## src/rtl/store_monitor_pkg.sv

```systemverilog
// store_monitor_pkg: monitor state encoding and store-log entry width
package store_monitor_pkg;
  typedef enum logic [2:0] {
    IDLE    = 3'd0,
    RUN     = 3'd1,
    PASS    = 3'd2,
    FAIL    = 3'd3,
    TIMEOUT = 3'd4
  } state_t;
  localparam int ENTRY_W = 64;
endpackage

```

## src/rtl/store_log_fifo.sv

```systemverilog
// store_log_fifo: synchronous FIFO (push, pop, full, empty, sticky overflow) with registered pop output
module store_log_fifo import store_monitor_pkg::*; #(
  parameter int DEPTH = 8,
  parameter int WIDTH = ENTRY_W
) (
  input  logic             clk,
  input  logic             reset,
  input  logic             push,
  input  logic [WIDTH-1:0] push_data,
  input  logic             pop,
  output logic             rd_valid,
  output logic [WIDTH-1:0] rd_data,
  output logic             empty,
  output logic             overflow
);
  localparam int AW = $clog2(DEPTH);
  localparam int PW = AW + 1;
  logic [PW-1:0] wr_ptr, rd_ptr;
  logic [WIDTH-1:0] mem [DEPTH];
  logic full, do_push, do_pop;
  assign empty = wr_ptr == rd_ptr;
  assign full = (wr_ptr[AW] != rd_ptr[AW]) && (wr_ptr[AW-1:0] == rd_ptr[AW-1:0]);
  assign do_pop = pop && !empty;
  assign do_push = push && (!full || do_pop);
  always_ff @(posedge clk) begin
    if (do_push) mem[wr_ptr[AW-1:0]] <= push_data;
  end
  always_ff @(posedge clk) begin
    if (reset) begin
      wr_ptr <= '0;
      rd_ptr <= '0;
      rd_valid <= 1'b0;
      rd_data <= '0;
      overflow <= 1'b0;
    end else begin
      wr_ptr <= wr_ptr + PW'(do_push);
      rd_ptr <= rd_ptr + PW'(do_pop);
      rd_valid <= do_pop;
      if (do_pop) rd_data <= mem[rd_ptr[AW-1:0]];
      if (push && !do_push) overflow <= 1'b1;
    end
  end
endmodule

```

## src/rtl/store_monitor.sv

```systemverilog
// store_monitor: store-port verdict/timeout FSM, saturating counters and store log; STORE_ALIGN_CHECK_EN adds misaligned-store fail
module store_monitor import store_monitor_pkg::*; #(
  parameter logic [31:0] PASS_ADDR = 32'd100,
  parameter logic [31:0] PASS_DATA = 32'd7,
  parameter int LOG_DEPTH = 8,
  parameter int TIMEOUT_CYCLES = 10000,
  parameter int CNT_W = 16
) (
  input  logic             clk,
  input  logic             reset,
  input  logic             MemWriteM,
  input  logic [31:0]      DataAdr,
  input  logic [31:0]      WriteData,
  input  logic             rd_en,
  output logic             rd_valid,
  output logic [31:0]      rd_addr,
  output logic [31:0]      rd_data,
  output logic             log_empty,
  output logic             log_overflow,
  output logic             done,
  output logic             pass,
  output logic             fail,
  output logic             timeout,
`ifdef STORE_ALIGN_CHECK_EN
  output logic             misaligned,
`endif
  output logic [CNT_W-1:0] store_count,
  output logic [CNT_W-1:0] cycle_count
);
  localparam logic [CNT_W-1:0] TMO_LAST = CNT_W'(TIMEOUT_CYCLES - 1);
  state_t state, state_nxt;
  logic run, store, verdict, bad_align, tmo;
  assign run = state == RUN;
  assign store = run && MemWriteM;
  assign verdict = store && DataAdr == PASS_ADDR;
`ifdef STORE_ALIGN_CHECK_EN
  assign bad_align = store && DataAdr[1:0] != 2'b00;
`else
  assign bad_align = 1'b0;
`endif
  assign tmo = run && cycle_count == TMO_LAST;
  always_comb begin
    state_nxt = state == IDLE ? RUN :
                !run          ? state :
                verdict       ? (WriteData == PASS_DATA ? PASS : FAIL) :
                bad_align     ? FAIL :
                tmo           ? TIMEOUT : RUN;
  end
  always_ff @(posedge clk) begin
    if (reset) begin
      state <= IDLE;
      done <= 1'b0;
      pass <= 1'b0;
      fail <= 1'b0;
      timeout <= 1'b0;
      store_count <= '0;
      cycle_count <= '0;
`ifdef STORE_ALIGN_CHECK_EN
      misaligned <= 1'b0;
`endif
    end else begin
      state <= state_nxt;
      done <= state_nxt == PASS || state_nxt == FAIL || state_nxt == TIMEOUT;
      pass <= state_nxt == PASS;
      fail <= state_nxt == FAIL;
      timeout <= state_nxt == TIMEOUT;
      if (store && store_count != '1) store_count <= store_count + CNT_W'(1);
      if (run && cycle_count != '1) cycle_count <= cycle_count + CNT_W'(1);
`ifdef STORE_ALIGN_CHECK_EN
      if (bad_align) misaligned <= 1'b1;
`endif
    end
  end
  store_log_fifo #(.DEPTH(LOG_DEPTH), .WIDTH(ENTRY_W)) u_log (
    .clk(clk),
    .reset(reset),
    .push(store),
    .push_data({DataAdr, WriteData}),
    .pop(rd_en),
    .rd_valid(rd_valid),
    .rd_data({rd_addr, rd_data}),
    .empty(log_empty),
    .overflow(log_overflow)
  );
endmodule

```

## config.mk

```make
export PLATFORM = sky130hd
export DESIGN_NAME = store_monitor
export DESIGN_NICKNAME = d
export VERILOG_FILES = /design/src/rtl/store_monitor_pkg.sv /design/src/rtl/store_log_fifo.sv /design/src/rtl/store_monitor.sv
export SDC_FILE = /design/constraint.sdc
export NUM_CORES = 1
export LEC_CHECK = 0
export BUFFER_PORTS_ARGS = -buffer_cell sky130_fd_sc_hd__buf_2
export CAP_MARGIN = 15
export CORE_MARGIN = 1
export CORE_UTILIZATION = 60
export CTS_CLUSTER_DIAMETER = 150
export CTS_CLUSTER_SIZE = 10
export DETAILED_ROUTE_END_ITERATION = 12
export PLACE_DENSITY_LB_ADDON = 0.3
export SLEW_MARGIN = 25
export SYNTH_ARGS = -nofsm -noshare
export SYNTH_HDL_FRONTEND = slang
export SYNTH_SLANG_ARGS = --single-unit
export TNS_END_PERCENT = 1
```

## constraint.sdc

```tcl
create_clock -name clk -period 6.9 [get_ports clk]
set_input_delay 0.345 -clock clk [delete_from_list [all_inputs] [get_ports clk]]
set_output_delay 0.345 -clock clk [all_outputs]
set_load 0.02 [all_outputs]
```

==> reports/qor.yml <==
yosysSeqAreaShare: 0.743
vdd_drop_max_uv: 264
required_ps: 7120
cts_resized: 0
cts_hold_buf: 0
cts_buffer_depth: 3
outcome: "finished clean"
yosysWarnings: 0
tritoncts: "built"
cp-start-kind: "flop"
boundaryPins: 171
grt_max_degree: 94
dp_cells: 1889
setup_tns_ps: 0
yosysTopAreaCell: "edfxtp_1"
clk_pin_slew_ps: 60
num_vias: 12300
drt_wl_total_um: 48600
timing.fmax_ghz: 0.289
synth_cell_types: 53
clk_root_buffer_cell: "clkbuf_16"
synth_area_sq_um: 23800
dieArea_sq_um: 40400
ant_nets: 0
finalMaxSlewViolations: 0
worstSetupPathType: "flop to flop"
ys_ff_latch: 625
grt_pass1_wl_um: 74400
leakage_nw: 8.85
initial_core_util: 0.612
syn-instance-count: 1255
ys_top_cells_by_area: "edfxtp_1 (65%), mux4_2 (12%), dfxtp_1 (9.5%)"
post-cts-setup-buffer-count: 0
grtUsageTotal: 0.245
critPathArrivalTime_ps: 3680
cts_buffers: 72
die_y_um: 201
worstPathMaxFanout: 43
hold_path_class: "input pin to flop"
synth_common_cells: "edfxtp_1 (512), mux4_2 (128), dfxtp_1 (113)"
drv_cap: 0
postLayoutCellArea_sq_um: 27300
place_area_sq_um: 25100
synth_top_area_frac: 0.647
worst_pin_slew_ps: 1020
pwr_density_cell_nw_per_um2: 309
drcViolationCount: 0
fp.dieW_um: 201
coreArea_sq_um: 38800
cp-end-kind: "flop"
relSlewSlack: 0.320
dpl.hpwl_um: 25900
final-setup-viol-count: 0
port_buffers: 170
h-tree-depth: 3
cts_num_sinks: 625
async_flop_share: 0
total_power_mw: 8.45
fin_crit_sh: 0.501
final.min_clock_period_ps: 3460
fin_nets: 1522
wl_per_cell_um: 24.0
synth_ff_type: "edfxtp_1"
vias_per_cell: 6.08
clock_skew_ps: 19.9
rows: 72
place.gp.congestion: 0.785
areaGrowthSynthToFinish_pct: 15.0
holdWs_ps: 25.9
insertion_delay_ps: 600
grt_pass1_vias: 12500
synth_edf_count: 512
drive_above_1_share: 0.278
syn_area_per_cell_sq_um: 18.9
first_pass_iters: 5
hold_viol_final: 0
yosysMostFrequentCell: "edfxtp_1"
antenna_found_initial: 3
rsz0062_at_grt: "false"
grt_overflow: 0
drt-initial-drc-count: 1003
fin_cells: 2025
synth_fp_nets: 1329
-- layout by cell type (no fill, tap or decap), drive strengths merged, types with 2 or more instances in the layout --
| master | n |
|---|---|
| o2111ai | 2 |
| clkinv | 2 |
| nor2b | 5 |
| nor3 | 10 |
| nor3b | 2 |
| xor2 | 8 |
| o211a | 2 |
| a21boi | 2 |
| o211ai | 3 |
| nand4 | 13 |
| mux2i | 66 |
| nor2 | 111 |
| a21oi | 13 |
| clkbuf | 121 |
| nand3 | 15 |
| nor4b | 2 |
| o21ai | 7 |
| and3 | 7 |
| xnor2 | 19 |
| diode | 5 |
| mux4 | 128 |
| or4 | 2 |
| and4 | 2 |
| nand2b | 7 |
| o31ai | 2 |
| ha | 6 |
| or3 | 6 |
| nor4 | 17 |
| dfxtp | 113 |
| a211oi | 70 |
| edfxtp | 512 |
| inv | 12 |
| buf | 188 |
| nand2 | 13 |
-- logic make-up after synthesis --
kind of cell	after synthesis	synth area share
fa+ha+maj	6	0.00316
xor+xnor	27	0.00996
buf+inv	77	0.0155
mux	194	0.149
compound gates	107	0.0329
simple gates	219	0.0468
flops	625	0.743
-- where the power goes --
part           leakage (nW)  internal (mW)  switching [mW]  total (mW)
Combinational          2.31          0.334           0.424       0.759
Sequential             5.55           4.18          0.0882        4.27
Clock                 0.994           1.99            1.43        3.42
-- critical path, stage by stage, from the launching register on --
cell	delay [ps]
dfxtp_4	870
xnor2_1	190
nand3_1	150
o31a_1	200
nand2b_1	240
nor2_4	660
buf_4	710
-- area by class of cell --
cell class              count  area [sq um]
clock buffers             121          2010
inverters                   8          30.0
repair buffers            188          1070
multi-input cells         553          5810
clock inverters             7          86.3
fillers                  2416         11500
well taps                 518           648
flip-flops and latches    625         17600
diodes                      5          12.5
-- state kept, by name, summed over array words and instances (netlist names) --
register / cells
u_log.mem: 512
u_log.rd_data: 64
cycle_count: 16
store_count: 16
u_log.rd_ptr: 4
u_log.wr_ptr: 4
state: 3
done: 1
fail: 1
pass: 1
timeout: 1
u_log.overflow: 1
u_log.rd_valid: 1
-- layer usage --
metal | vias to the layer above | global-route usage | routed length (um)
li1 | 5482 | - | -
met1 | 6340 | 0.341 | 20600
met2 | 416 | 0.392 | 24000
met3 | 72 | 0.0503 | 2950
met4 | 2 | 0.0856 | 1060
met5 | - | 0 | 13
-- final timing paths --
kind,startpoint,endpoint,slack [ps],cells past startpoint
worst max register to register,u_log.rd_ptr[0]$_SDFF_PP0_,u_log.mem[6][39]$_DFFE_PP_,3440,6
worst min register to register,u_log.overflow$_SDFFE_PP0P_,u_log.overflow$_SDFFE_PP0P_,470,2
worst min-delay path,DataAdr[19],u_log.mem[7][51]$_DFFE_PP_,30,1
worst max-delay path,u_log.rd_ptr[0]$_SDFF_PP0_,u_log.mem[6][39]$_DFFE_PP_,3440,6
-- through the flow --
stage	util	setup WS, ps
after detailed placement	0.647	2990
final	0.703	3440
after global placement	0.647	3030
after global routing	0.703	3140
after CTS	0.701	2980
after floorplan	-	904
Note: power is estimated with default switching activity, not from simulation.
